`config.mk`:
```
export PLATFORM = sky130hd
export DESIGN_NAME = sparse_chunk_encoder_flat
export DESIGN_NICKNAME = d
export VERILOG_FILES = /design/src/rtl/sparse_chunk_encoder_if.sv /design/src/rtl/sparse_chunk_encoder.sv /design/src/flat_wrapper.sv
export SDC_FILE = /design/constraint.sdc
export NUM_CORES = 1
export LEC_CHECK = 0
export ABC_CLOCK_PERIOD_IN_PS = 2300
export BUFFER_PORTS_ARGS = -buffer_cell sky130_fd_sc_hd__buf_2
export CAP_MARGIN = 30
export CORE_AREA = 4 4 455 457
export CTS_CLUSTER_DIAMETER = 60
export DETAILED_ROUTE_END_ITERATION = 10
export DIE_AREA = 0 0 459 461
export SYNTH_ARGS = -nofsm -noshare
export SYNTH_HDL_FRONTEND = slang
export SYNTH_SLANG_ARGS = --single-unit
```
`constraint.sdc`:
```
create_clock -name clk -period 2.3 [get_ports clk]
set_clock_uncertainty 0.15 [all_clocks]
set_input_delay 0.345 -clock clk [delete_from_list [all_inputs] [get_ports clk]]
set_output_delay 0.345 -clock clk [all_outputs]
set_load 0.03 [all_outputs]
```
`src/rtl/sparse_chunk_encoder_if.sv`:
```
// Handshake bundle for sparse_chunk_encoder.
// It carries the dense element input and the encoded chunk output.
interface sparse_chunk_encoder_if #(
  parameter int unsigned CHUNK_SIZE = 128,
  parameter int unsigned Q          = 8
);
  localparam int unsigned CW = $clog2(CHUNK_SIZE) + 1;

  logic                  in_valid;
  logic                  in_ready;
  logic [Q-1:0]          in_data;
  logic                  in_last;
  logic                  out_valid;
  logic                  out_ready;
  logic [CHUNK_SIZE-1:0] out_sparsemap;
  logic [Q-1:0]          out_data [CHUNK_SIZE];
  logic [CW-1:0]         out_nnz;
  logic [CW-1:0]         out_len;

  modport master (
    output in_valid, in_data, in_last, out_ready,
    input  in_ready, out_valid, out_sparsemap, out_data, out_nnz, out_len
  );

  modport slave (
    input  in_valid, in_data, in_last, out_ready,
    output in_ready, out_valid, out_sparsemap, out_data, out_nnz, out_len
  );
endinterface

```
`src/rtl/sparse_chunk_encoder.sv`:
```
// Packs a dense element stream into chunks: a sparsemap plus the nonzero values in position order.
// Define SPARSE_PRUNE_EN to treat values at or below PRUNE_THRESH as zero.
module sparse_chunk_encoder #(
  parameter int unsigned CHUNK_SIZE   = 128,
  parameter int unsigned Q            = 8,
  parameter int unsigned PRUNE_THRESH = 0
) (
  input  logic                    clk,
  input  logic                    rst_n,
  sparse_chunk_encoder_if.slave   bus
);
  localparam int unsigned PW = $clog2(CHUNK_SIZE);
  localparam int unsigned CW = PW + 1;
  localparam logic [Q-1:0] THRESH = Q'(PRUNE_THRESH);

  typedef enum logic {S_FILL, S_HOLD} state_e;

  state_e                state_q;
  logic [PW-1:0]         pos_q;
  logic [CW-1:0]         nnz_q;
  logic [CW-1:0]         len_q;
  logic [CHUNK_SIZE-1:0] map_q;
  logic [Q-1:0]          data_q [CHUNK_SIZE];
  logic                  in_ready_q;
  logic                  out_valid_q;

  logic nz_c;
  logic accept_c;
  logic close_c;

`ifdef SPARSE_PRUNE_EN
  assign nz_c = bus.in_data > THRESH;
`else
  logic unused_thresh;
  assign unused_thresh = ^THRESH;
  assign nz_c = bus.in_data != '0;
`endif

  assign accept_c = bus.in_valid && in_ready_q;
  assign close_c  = accept_c && ((pos_q == PW'(CHUNK_SIZE - 1)) || bus.in_last);

  // Chunk builder: fill until full or in_last, then hold until the consumer takes it.
  always_ff @(posedge clk or negedge rst_n) begin
    if (!rst_n) begin
      state_q     <= S_FILL;
      pos_q       <= '0;
      nnz_q       <= '0;
      len_q       <= '0;
      map_q       <= '0;
      data_q      <= '{default: '0};
      in_ready_q  <= 1'b1;
      out_valid_q <= 1'b0;
    end else begin
      case (state_q)
        S_FILL: begin
          if (accept_c) begin
            map_q[pos_q] <= nz_c;
            pos_q        <= pos_q + PW'(1);
            if (nz_c) begin
              data_q[nnz_q[PW-1:0]] <= bus.in_data;
              nnz_q                 <= nnz_q + CW'(1);
            end
            if (close_c) begin
              state_q     <= S_HOLD;
              len_q       <= CW'(pos_q) + CW'(1);
              in_ready_q  <= 1'b0;
              out_valid_q <= 1'b1;
            end
          end
        end
        S_HOLD: begin
          if (bus.out_ready) begin
            state_q     <= S_FILL;
            pos_q       <= '0;
            nnz_q       <= '0;
            map_q       <= '0;
            data_q      <= '{default: '0};
            in_ready_q  <= 1'b1;
            out_valid_q <= 1'b0;
          end
        end
        default: begin
          state_q     <= S_FILL;
          in_ready_q  <= 1'b1;
          out_valid_q <= 1'b0;
        end
      endcase
    end
  end

  assign bus.in_ready      = in_ready_q;
  assign bus.out_valid     = out_valid_q;
  assign bus.out_sparsemap = map_q;
  assign bus.out_data      = data_q;
  assign bus.out_nnz       = nnz_q;
  assign bus.out_len       = len_q;
endmodule

```
`src/flat_wrapper.sv`:
```
// flat-port wrapper written by rule: the top's interface ports become plain ports
module sparse_chunk_encoder_flat 
#(
  parameter int unsigned CHUNK_SIZE   = 128,
  parameter int unsigned Q            = 8,
  parameter int unsigned PRUNE_THRESH = 0
)
  (clk, rst_n, bus_in_valid, bus_in_data, bus_in_last, bus_out_ready, bus_in_ready, bus_out_valid, bus_out_sparsemap, bus_out_data, bus_out_nnz, bus_out_len);
  sparse_chunk_encoder_if #(.CHUNK_SIZE(CHUNK_SIZE), .Q(Q)) bus_i ();
  input  logic clk;
  input  logic rst_n;
  input wire logic [$bits(bus_i.in_valid)-1:0] bus_in_valid;
  input wire logic [$bits(bus_i.in_data)-1:0] bus_in_data;
  input wire logic [$bits(bus_i.in_last)-1:0] bus_in_last;
  input wire logic [$bits(bus_i.out_ready)-1:0] bus_out_ready;
  output wire logic [$bits(bus_i.in_ready)-1:0] bus_in_ready;
  output wire logic [$bits(bus_i.out_valid)-1:0] bus_out_valid;
  output wire logic [$bits(bus_i.out_sparsemap)-1:0] bus_out_sparsemap;
  output wire logic [$bits(bus_i.out_data)-1:0] bus_out_data;
  output wire logic [$bits(bus_i.out_nnz)-1:0] bus_out_nnz;
  output wire logic [$bits(bus_i.out_len)-1:0] bus_out_len;
  assign bus_i.in_valid = bus_in_valid;
  assign bus_i.in_data = bus_in_data;
  assign bus_i.in_last = bus_in_last;
  assign bus_i.out_ready = bus_out_ready;
  assign bus_in_ready = bus_i.in_ready;
  assign bus_out_valid = bus_i.out_valid;
  assign bus_out_sparsemap = bus_i.out_sparsemap;
  assign bus_out_data = {>>{bus_i.out_data}};
  assign bus_out_nnz = bus_i.out_nnz;
  assign bus_out_len = bus_i.out_len;
  sparse_chunk_encoder #(.CHUNK_SIZE(CHUNK_SIZE), .Q(Q), .PRUNE_THRESH(PRUNE_THRESH)) u_core (.clk(clk), .rst_n(rst_n), .bus(bus_i));
endmodule
```
## Word level (Yosys, flattened, before mapping)

Cells that the tools add are included.

- Register bits: 1,178
- Input port bits: 13
- Word-level logic and storage cells: 191

- Bitwise logic cells: 2
- Eq/ne operators: 5
- Add/sub/neg operators: 3
- Multiplexer cells: 32
- Reduce and logical (&&, ||, !) cells: 10
- Order comparisons: 4

Operators by type and width:

| operator | number |
|---|---|
| 1024-bit 2-to-1 mux | 3 |
| 1024-bit case mux with 2 select lines | 1 |
| 1024-bit bitwise mux | 1 |
| 128-bit 2-to-1 mux | 2 |
| 128-bit case mux with 2 select lines | 1 |
| 128-bit bitwise mux | 1 |
| 8-bit demux with 7-bit select | 1 |
| 8-bit 2-to-1 mux | 4 |
| 8-bit case mux with 2 select lines | 1 |
| 7-bit 2-to-1 mux | 2 |
| 7-bit case mux with 2 select lines | 1 |
| 1-bit 2-to-1 mux | 10 |
| 3-bit AND reduction | 3 |
| 7-bit by 1-bit adder with 8-bit output, second input constant | 1 |
| 8-bit by 1-bit adder with 8-bit output, second input constant | 1 |
| 8-bit greater-or-equal comparator, second input constant | 1 |
| 7-bit by 8-bit less-than comparator with 1-bit output, second input constant | 1 |
| 8-bit by 1-bit less-than comparator with 1-bit output, second input constant | 1 |
| 7-bit NOT with 8-bit output | 1 |
| 8-bit nonzero test | 1 |
| 7-bit by 1-bit adder with 7-bit output, second input constant | 1 |
| 1-bit demux with 7-bit select | 1 |
| 7-bit equality test, second input constant | 1 |
| 7-bit by 1-bit greater-or-equal comparator with 1-bit output, second input constant | 1 |
| other kinds (7) | 14 |

## Logic depth before layout (Yosys ltp)

Gate-level depths: netlist (run 1).

- Depth in word-level cells: 9
- Depth in mapped cells: 9

## Worst setup path before layout (run 1)

Ideal clock, no wire load.

- Path type: register to register
- Start: register u_core.nnz_q[0], in the netlist u_core.bus.out_nnz[0]
- End: register u_core.data_q (netlist bit u_core.bus.out_data[197])
- Slack: -0.064 ns
- Arrival: 2.086 ns
- Clock period less this slack: 2.364 ns
- Stages on the path, launching flop included: 7
- Cells stage by stage: dfrtp_1 -> buf_4 -> nand4b_2 -> clkbuf_2 -> a2111oi_4 -> buf_2 -> o21ai_0

- Longest elaborated chain between the ends: 9
- Elaborated cells on any way between the ends: 10
- Classes of those cells: 2 x order compare; 6 x mux; 1 x bitwise; 1 x reduce/logical

RTL lines:

| item | RTL line | RTL |
|---|---|---|
| start: declaration | sparse_chunk_encoder.sv:20 | `logic [CW-1:0] nnz_q;` |
| start signal: assignment | sparse_chunk_encoder.sv:61 | `nnz_q <= nnz_q + CW'(1);` |
| 7-bit NOT with 8-bit output (not written as such) (*) | sparse_chunk_encoder.sv:60 | `data_q[nnz_q[PW-1:0]] <= bus.in_data;` |
| 8-bit greater-or-equal comparator (not written as such) / 8-bit by 1-bit less-than comparator with 1-bit output (equally long branches) | sparse_chunk_encoder.sv:60 |  |
| 1-bit logical AND (not written as such) | sparse_chunk_encoder.sv:60 |  |
| 8-bit 2-to-1 mux (not written as such) | sparse_chunk_encoder.sv:60 |  |
| 8-bit demux with 7-bit select (*) | sparse_chunk_encoder.sv:60 |  |
| 1024-bit bitwise mux (*) | sparse_chunk_encoder.sv:60 |  |
| 1024-bit 2-to-1 mux (*) | sparse_chunk_encoder.sv:59 | `if (nz_c) begin` |
| 1024-bit 2-to-1 mux (*) | sparse_chunk_encoder.sv:56 | `if (accept_c) begin` |
| 1024-bit case mux with 2 select lines (*) | sparse_chunk_encoder.sv:54 | `case (state_q)` |
| end signal: indexed assignment | sparse_chunk_encoder.sv:60 |  |
| end: declaration | sparse_chunk_encoder.sv:23 | `logic [Q-1:0] data_q [CHUNK_SIZE];` |

Every way passes the cells marked *; elsewhere a longest branch is shown, timed or not. The select of a mux whose other input is x is not followed.
A chain may end at the register's enable or synchronous reset.

## Final worst setup path (run 1)

- Start: register u_core.nnz_q[4], in the netlist u_core.bus.out_nnz[4]
- End: register u_core.data_q (netlist bit u_core.bus.out_data[448])

The elaborated chain is that of the path after synthesis.

==> reports/summary.json, run 1 <==
{
  "outcome": "finished with violations",
  "violated_checks": "setup timing",
  "worst_skew_pair.late_latency_ns": 0.82,
  "crit_path_time_final_ns": 2.39,
  "power.static_leakage_nw": 34.9,
  "path_delay_family": "buffers and inverters",
  "worst_path_max_delay_cell": "sky130_fd_sc_hd__or4b_4",
  "vias_per_cell": 5.11,
  "switching_share_pct": 31.8,
  "power.density_nw_per_um2": 788,
  "synthesis.area_per_instance_um2": 9.79,
  "timing.critical_path.cells": "buf_6, or4b_4, buf_8, buf_6, a2111oi_4, buf_6, buf_12, nand2_2, o21ai_1",
  "critical_path.startpoint_type": "register",
  "hp-class": "input pin to register",
  "synth_register_bits": 1178,
  "synth_ff_type": "sky130_fd_sc_hd__dfrtp_1",
  "cts.clk_slew.worst_paths_ns": 0.06,
  "cp.arrival_ns": 2.93,
  "track_usage_pct": 23.2,
  "detail_route.wl_per_cell_um": 27.9,
  "detailroute.via_count": 48300,
  "area.growth.synth_to_final_pct": 48.4,
  "cell_rows": 166,
  "timing.critical_path.mode_cell": "sky130_fd_sc_hd__buf_6",
  "critical_path.max_stage_delay_ns": 0.61,
  "reg2regPathDepth": 9,
  "design.die.area_um2": 212000,
  "critical_path_buf_inv_count": 5,
  "grt_pass1_vias": 47200,
  "power.clock.fraction_pct": 41.8,
  "proportion_of_synthesized_chip_area_in_sequential_cells_pct": 59.3,
  "drt_first_iter_violations": 4976,
  "final.fill_count": 20300,
  "timing.slew.headroom_pct": 33.7,
  "cp.depth": 9,
  "power_frac_comb_pct": 20.7,
  "netlist-cell-type-count": 72,
  "largest_net_degree_at_the_start_of_global_routing": 106,
  "post_route_drc": 0,
  "fin_nets": 6659,
  "synth_top_cell_by_area": "sky130_fd_sc_hd__dfrtp_1",
  "internal-power_mw": 39.6,
  "final_cell_mix": "sky130_fd_sc_hd__nand2_1 (1212), sky130_fd_sc_hd__dfrtp_1 (1172), sky130_fd_sc_hd__buf_2 (1169), sky130_fd_sc_hd__o21ai_0 (613), sky130_fd_sc_hd__nand3_1 (367)",
  "global_route_wire_length_before_repair_um": 358000,
  "cts_htree_levels": 4,
  "worstSetupPathType": "register to register",
  "synth_enable_flop_cells": 0,
  "grt_antenna_before_repair": 13,
  "cts_tree": "done",
  "fmax_mhz": 419,
  "worst_ir_drop_vdd_v": 0.000702,
  "mostFrequentLayoutCell": "sky130_fd_sc_hd__nand2_1",
  "max-cap-violations": 0,
  "cts_num_sinks": 1178,
  "setup_tns_ns": -2.73,
  "yosysWarnings": 0,
  "register_area_um2": 29500,
  "synthesis.area_um2": 49700,
  "timing_worst_slew_pin_value_ns": 0.995,
  "worst_hold_path.num_cells": 5,
  "port-buffer-count": 1182,
  "routed_wl_um": 264000,
  "antenna_left": 0,
  "final-hold-violation-count": 0,
  "netlist_top_cells_area": "sky130_fd_sc_hd__dfrtp_1 (59%), sky130_fd_sc_hd__nand2_1 (9.4%), sky130_fd_sc_hd__o21ai_0 (8.6%)",
  "setup_viol": 111,
  "layout_worst_path_cycle_share_pct": 104,
  "ctsLongestPathBuffers": 3,
  "rsz0062_at_grt": "yes",
  "critical_path.endpoint_type": "register",
  "multi_input_comb_area_um2": 20300,
  "timing.final.ws_setup_ns": -0.0852,
  "ctsRootBufferMaster": "sky130_fd_sc_hd__clkbuf_16",
  "critPathMaxFanout": 8,
  "core-area_um2": 204000,
  "share_of_cells_above_drive_strength_1_pct": 38.2,
  "synthesis.instances": 5079,
  "cp.required_ns": 2.85,
  "timing.final.max_slew_violations": 0,
  "dieHeight_um": 461,
  "synth.top_cell.area_share_pct": 59.3,
  "numCtsBuffers": 141,
  "mappedNetlistNets": 5094,
  "dp_hpwl_um": 181000,
  "detail_route.first_pass.iterations": 6,
  "power.share.sequential_pct": 37.5,
  "start_util_pct": 24.4,
  "leftover_overflow_at_the_end_of_global_routing": 0,
  "place_congestion": 0.866,
  "async_reset_ff_share_pct": 100,
  "die_x_um": 459,
  "switching_pwr_mw": 18.5,
  "pin_count": 1183,
  "finalHoldWorstSlack_ns": 0.0615,
  "fin_util_pct": 36.2
}
-- registers in the layout, summed over array words and instances, names as in the netlist --
register                  cells
u_core.bus.in_ready           1
u_core.bus.out_data        1024
u_core.bus.out_len            8
u_core.bus.out_nnz            8
u_core.bus.out_sparsemap    128
u_core.bus.out_valid          1
u_core.pos_q                  7
u_core.state_q                1
-- final timing paths --
kind / from / slack (ns) / to
setup / recovery: u_core.bus.out_nnz[4]$_DFFE_PN0P_ / -0.09 / u_core.bus.out_data[448]$_DFFE_PN0P_
hold / removal: bus_in_data[7] / 0.06 / u_core.bus.out_data[623]$_DFFE_PN0P_
setup reg to reg: u_core.bus.out_nnz[4]$_DFFE_PN0P_ / -0.09 / u_core.bus.out_data[448]$_DFFE_PN0P_
hold reg to reg: u_core.bus.out_data[983]$_DFFE_PN0P_ / 0.34 / u_core.bus.out_data[983]$_DFFE_PN0P_
max in group asynchronous: rst_n / 0.53 / u_core.bus.out_data[179]$_DFFE_PN0P_
min in group asynchronous: rst_n / 0.17 / u_core.bus.out_data[493]$_DFFE_PN0P_
-- final cells by class --
type / instances / share of cell area [%]
tap: 2688 / 4.56
clock inverter: 68 / 1.45
antenna: 8 / 0.0271
sequential: 1178 / 40.0
timing repair buffer: 1895 / 20.9
multi-input combinational: 3413 / 27.5
clock buffer: 190 / 5.44
inverter: 15 / 0.0763
-- worst reg2reg max path, cell delays in order (launching register included) --
cell	delay, ns
sky130_fd_sc_hd__dfrtp_2	0.43
sky130_fd_sc_hd__buf_6	0.14
sky130_fd_sc_hd__or4b_4	0.61
sky130_fd_sc_hd__buf_8	0.18
sky130_fd_sc_hd__buf_6	0.12
sky130_fd_sc_hd__a2111oi_4	0.20
sky130_fd_sc_hd__buf_6	0.19
sky130_fd_sc_hd__buf_12	0.15
sky130_fd_sc_hd__nand2_2	0.05
sky130_fd_sc_hd__o21ai_1	0.10
-- synth_stat cells, types with 15 or more instances --
master	n
sky130_fd_sc_hd__buf_1	55
sky130_fd_sc_hd__o31ai_1	34
sky130_fd_sc_hd__a2111oi_4	37
sky130_fd_sc_hd__a22o_1	82
sky130_fd_sc_hd__nor2_1	103
sky130_fd_sc_hd__dfrtp_1	1177
sky130_fd_sc_hd__inv_1	15
sky130_fd_sc_hd__clkbuf_1	288
sky130_fd_sc_hd__o2bb2ai_1	32
sky130_fd_sc_hd__mux2i_1	72
sky130_fd_sc_hd__nand3_1	523
sky130_fd_sc_hd__buf_4	16
sky130_fd_sc_hd__o21ai_0	852
sky130_fd_sc_hd__o211ai_1	124
sky130_fd_sc_hd__buf_2	99
sky130_fd_sc_hd__nand2_1	1248
sky130_fd_sc_hd__o21ai_1	105
sky130_fd_sc_hd__a21oi_1	28
-- power by group through the flow --
stage               registers [mW]  logic [mW]  clock network [mW]
floorplan                     23.3        3.45                   0
global placement              22.2        9.92                   0
detailed placement            22.2        10.0                   0
CTS                           21.8        11.0                24.6
global route                  21.9        12.6                25.4
finish                        21.8        12.1                24.3
-- routing by layer --
layer | wire length, um | up-vias | track usage [%]
met5 | 7 | - | 0
met4 | 14200 | 2 | 11.2
met3 | 25400 | 549 | 6.60
met2 | 124000 | 2801 | 37.8
met1 | 100000 | 24300 | 28.4
li1 | - | 20700 | -
-- cells by family after synthesis --
family | after synthesis | share of synthesized area [%]
AO/OA/AOI/OAI | 1362 | 17.7
XOR/XNOR | 8 | 0.141
adder cells (fa/ha/maj) | 2 | 0.0503
multiplexers | 79 | 1.61
buffers and inverters | 488 | 4.24
AND/OR/NAND/NOR | 1962 | 17.0
flip-flops | 1178 | 59.3
-- through the flow --
stage	cell area, um^2	setup WS, ns	instances	total power [mW]
finish	73800	-0.0852	9455	58.1
global route	73800	-0.148	9450	59.9
CTS	70900	-0.107	9372	57.4
detailed placement	63300	-0.651	8995	32.2
global placement	63200	-0.504	8994	32.1
floorplan	49700	0.00168	5079	26.7
-- timing repair --
| action | CTS | global route |
|---|---|---|
| hold buffers | 11 | 0 |
| gates resized for setup | 280 | 631 |
| pin swaps | 47 | 70 |
| endpoints found under the setup margin | 595 | 743 |
| gates cloned | 18 | 36 |
| hold endpoints to repair | 1249 | 0 |
| setup buffers | 95 | 52 |
No activity file was read; power rests on OpenSTA's default activity.
==> inputs of run 2 (changes only) <==
--- a/config.mk
+++ b/config.mk
@@ -8,10 +8,10 @@
 export ABC_CLOCK_PERIOD_IN_PS = 2300
 export BUFFER_PORTS_ARGS = -buffer_cell sky130_fd_sc_hd__buf_2
 export CAP_MARGIN = 30
-export CORE_AREA = 4 4 455 457
+export CORE_AREA = 2 2 467 469
 export CTS_CLUSTER_DIAMETER = 60
 export DETAILED_ROUTE_END_ITERATION = 10
-export DIE_AREA = 0 0 459 461
+export DIE_AREA = 0 0 469 471
 export SYNTH_ARGS = -nofsm -noshare
 export SYNTH_HDL_FRONTEND = slang
 export SYNTH_SLANG_ARGS = --single-unit
==> run 2 against run 1 <==
Effect of this change: the flow still finishes with violations (setup timing); clock power down 7%; clock-buffer cell count increased by 10; non-clock buffer count fell by 80; total power is 5.0% lower; sequential share of layout area increased by 1.2 points; critical endpoint is now u_core.bus.out_data[449]$_DFFE_PN0P_.
==> reports/summary.json, run 2 (same netlist as run 1, synthesis figures left out) <==
{
  "outcome": "finished with violations",
  "violated_checks": "setup timing",
  "die_x": {"value": 469, "unit": "um", "change": "+2.2%"},
  "hp-class": "input pin to register",
  "crit-reg2reg-capture": "u_core.bus.out_data[449]$_DFFE_PN0P_",
  "critical_path.endpoint_type": "register",
  "cts_num_sinks": {"value": 1178, "change": "unchanged"},
  "rsz0062_at_grt": "yes",
  "place_congestion": {"value": 0.872, "change": "+0.65%"},
  "detailroute.via_count": {"value": 47500, "change": "-1.6%"},
  "place_area": {"value": 63300, "unit": "um^2", "change": "about the same"},
  "port-buffer-count": {"value": 1182, "change": "unchanged"},
  "final-hold-violation-count": {"value": 0, "change": "unchanged"},
  "worst_skew_pair.late_latency": {"value": 0.78, "unit": "ns", "change": "-0.04 ns"},
  "numCtsBuffers": {"value": 137, "change": "-2.8%"},
  "ctsLongestPathBuffers": {"value": 3, "change": "unchanged"},
  "grt_antenna_before_repair": {"value": 13, "change": "unchanged"},
  "fin_nets": {"value": 6575, "change": "-1.3%"},
  "dieHeight": {"value": 471, "unit": "um", "change": "+2.2%"},
  "dp_hpwl": {"value": 180000, "unit": "um", "change": "-0.39%"},
  "cp.required": {"value": 2.83, "unit": "ns", "change": "-0.02 ns"},
  "cts_tree": "done",
  "power.density": {"value": 771, "unit": "nW/um^2", "change": "-2.1%"},
  "grt_pass1_vias": {"value": 46000, "change": "-2.4%"},
  "critical_path.startpoint_type": "register",
  "hp-start": "bus_in_data[7]",
  "r2r_start": "u_core.bus.out_nnz[6]$_DFFE_PN0P_",
  "routed_wl": {"value": 256000, "unit": "um", "change": "-2.7%"},
  "post_route_drc": {"value": 0, "change": "unchanged"},
  "start_util": {"value": 23.0, "unit": "%", "change": "-1.4 points"},
  "track_usage": {"value": 21.9, "unit": "%", "change": "-1.3 points"},
  "pre_cts_ws": {"value": -0.507, "unit": "ns", "change": "+0.144 ns"},
  "vias_per_cell": {"value": 4.99, "change": "-2.4%"},
  "min_delay_worst_endpoint": "u_core.bus.out_data[607]$_DFFE_PN0P_",
  "core-area": {"value": 216000, "unit": "um^2", "change": "+6.2%"},
  "mostFrequentLayoutCell": "sky130_fd_sc_hd__nand2_1",
  "cts.clk_slew.worst_paths": {"value": 0.06, "unit": "ns", "change": "about the same"},
  "timing_worst_slew_pin_value": {"value": 0.840, "unit": "ns", "change": "-0.154 ns"},
  "ctsRootBufferMaster": "sky130_fd_sc_hd__clkbuf_16",
  "worst_ir_drop_vdd": {"value": 0.000775, "unit": "V", "change": "+10%"},
  "largest_net_degree_at_the_start_of_global_routing": {"value": 98, "change": "-7.5%"},
  "timing.slew.headroom": {"value": 44.0, "unit": "%", "change": "+10 points"},
  "critPathMaxFanout": {"value": 8, "change": "unchanged"},
  "timing.final.max_slew_violations": {"value": 0, "change": "unchanged"},
  "design.die.area": {"value": 221000, "unit": "um^2", "change": "+4.4%"},
  "cell_rows": {"value": 171, "change": "+3.0%"},
  "antenna_left": {"value": 0, "change": "unchanged"},
  "layout.cell_area.non_filler": {"value": 71600, "unit": "um^2", "change": "-3.0%"},
  "layout_worst_path_cycle_share": {"value": 103, "unit": "%", "change": "-0.37 points"},
  "fmax": {"value": 421, "unit": "MHz", "change": "+0.36%"},
  "share_of_cells_above_drive_strength_1": {"value": 36.0, "unit": "%", "change": "-2.2 points"},
  "setup_viol": {"value": 62, "change": "-44%"},
  "worst_hold_path.num_cells": {"value": 4, "change": "-1"},
  "post-layout-total-power": {"value": 55.2, "unit": "mW", "change": "-5.0%"},
  "timing.final.ws_setup": {"value": -0.0766, "unit": "ns", "change": "+0.00861 ns"},
  "detail_route.first_pass.iterations": {"value": 6, "change": "unchanged"},
  "cts_htree_levels": {"value": 4, "change": "unchanged"},
  "largest_reg_flops": {"value": 1024, "change": "unchanged"},
  "pin_count": {"value": 1183, "change": "unchanged"},
  "max-cap-violations": {"value": 0, "change": "unchanged"},
  "power.static_leakage": {"value": 34.0, "unit": "nW", "change": "-2.5%"},
  "crit_path_time_final": {"value": 2.38, "unit": "ns", "change": "-0.00861 ns"},
  "final_cell_mix": "sky130_fd_sc_hd__nand2_1 (1210), sky130_fd_sc_hd__buf_2 (1171), sky130_fd_sc_hd__dfrtp_1 (1170), sky130_fd_sc_hd__o21ai_0 (691), sky130_fd_sc_hd__nand3_1 (442)",
  "cp.arrival": {"value": 2.91, "unit": "ns", "change": "-0.02 ns"},
  "area.growth.synth_to_final_pct": 44.0,
  "worstSetupPathType": "register to register",
  "reg2reg_setup_slack": {"value": -0.08, "unit": "ns", "change": "about the same"},
  "drt_first_iter_violations": {"value": 4713, "change": "-5.3%"},
  "finalHoldWorstSlack": {"value": 0.0520, "unit": "ns", "change": "-0.00954 ns"},
  "leftover_overflow_at_the_end_of_global_routing": {"value": 0, "change": "unchanged"},
  "global_route_wire_length_before_repair": {"value": 351000, "unit": "um", "change": "-1.8%"},
  "detail_route.wl_per_cell": {"value": 26.9, "unit": "um", "change": "-3.5%"},
  "reg2regPathDepth": {"value": 9, "change": "unchanged"}
}
run 2: stage by stage:
step                std cells  setup TNS (ns)  utilization [%]
floorplan                5079               0                -
global placement         9142         -152.57             29.3
detailed placement       9146         -177.68             29.3
CTS                      9458           -1.35             32.1
global route             9522          -16.02             33.1
finish                   9524           -1.46             33.1
run 2: report_power, final:
part / switching [mW] / internal, mW
combinational: 7.40 / 3.42
sequential: 0.453 / 21.4
clock: 9.68 / 12.9
total: 17.5 / 37.7
run 2: worst max-delay path, stage by stage, from the launching register on:
cell and delay (ns):
sky130_fd_sc_hd__dfrtp_2 0.42, sky130_fd_sc_hd__buf_6 0.12, sky130_fd_sc_hd__or4b_4 0.57, sky130_fd_sc_hd__buf_8 0.18
sky130_fd_sc_hd__buf_6 0.11, sky130_fd_sc_hd__a2111oi_4 0.19, sky130_fd_sc_hd__buf_6 0.18, sky130_fd_sc_hd__buf_12 0.14
sky130_fd_sc_hd__nand2_1 0.07, sky130_fd_sc_hd__o21ai_1 0.11
run 2: worst max-delay path by stage:
stage	from	endpoint	slack, ns
2_1_floorplan	u_core.bus.out_nnz[1]$_DFFE_PN0P_	u_core.bus.out_data[117]$_DFFE_PN0P_	0.002
3_3_place_gp	bus_in_data[2]	u_core.bus.out_data[516]$_DFFE_PN0P_	-0.46
3_5_place_dp	u_core.bus.in_ready$_DFFE_PN1P_	u_core.bus.out_data[671]$_DFFE_PN0P_	-0.51
4_1_cts	u_core.bus.out_nnz[6]$_DFFE_PN0P_	u_core.bus.out_data[920]$_DFFE_PN0P_	-0.08
5_1_grt	u_core.bus.out_nnz[6]$_DFFE_PN0P_	u_core.bus.out_data[449]$_DFFE_PN0P_	-0.15
6_report	u_core.bus.out_nnz[6]$_DFFE_PN0P_	u_core.bus.out_data[449]$_DFFE_PN0P_	-0.08
run 2: repair_timing:
| action | in CTS | in global routing |
|---|---|---|
| setup endpoints to repair | 618 | 545 |
| pin swaps | 36 | 52 |
| buffers inserted | 50 | 43 |
| hold endpoints to repair | 926 | 0 |
| hold buffers | 10 | 0 |
| cloned | 6 | 24 |
| resized for setup | 126 | 487 |
run 2: area by class of cell:
class                           count  area, um^2
Clock buffer                      200        4030
Sequential cell                  1178       29500
Timing Repair Buffer             1815       14100
Antenna cell                        3        7.51
Multi-Input combinational cell   3413       19700
Inverter                           15        56.3
Clock inverter                     46         644
Tap cell                         2854        3570
Fill cell                       22000      145000
run 2: layer usage:
layer	GRT usage (%)	wire length, um	up-vias
li1	-	-	20500
met3	5.86	24500	519
met4	9.36	10900	2
met1	27.3	99800	23800
met2	35.6	121000	2757
met5	0	13	-
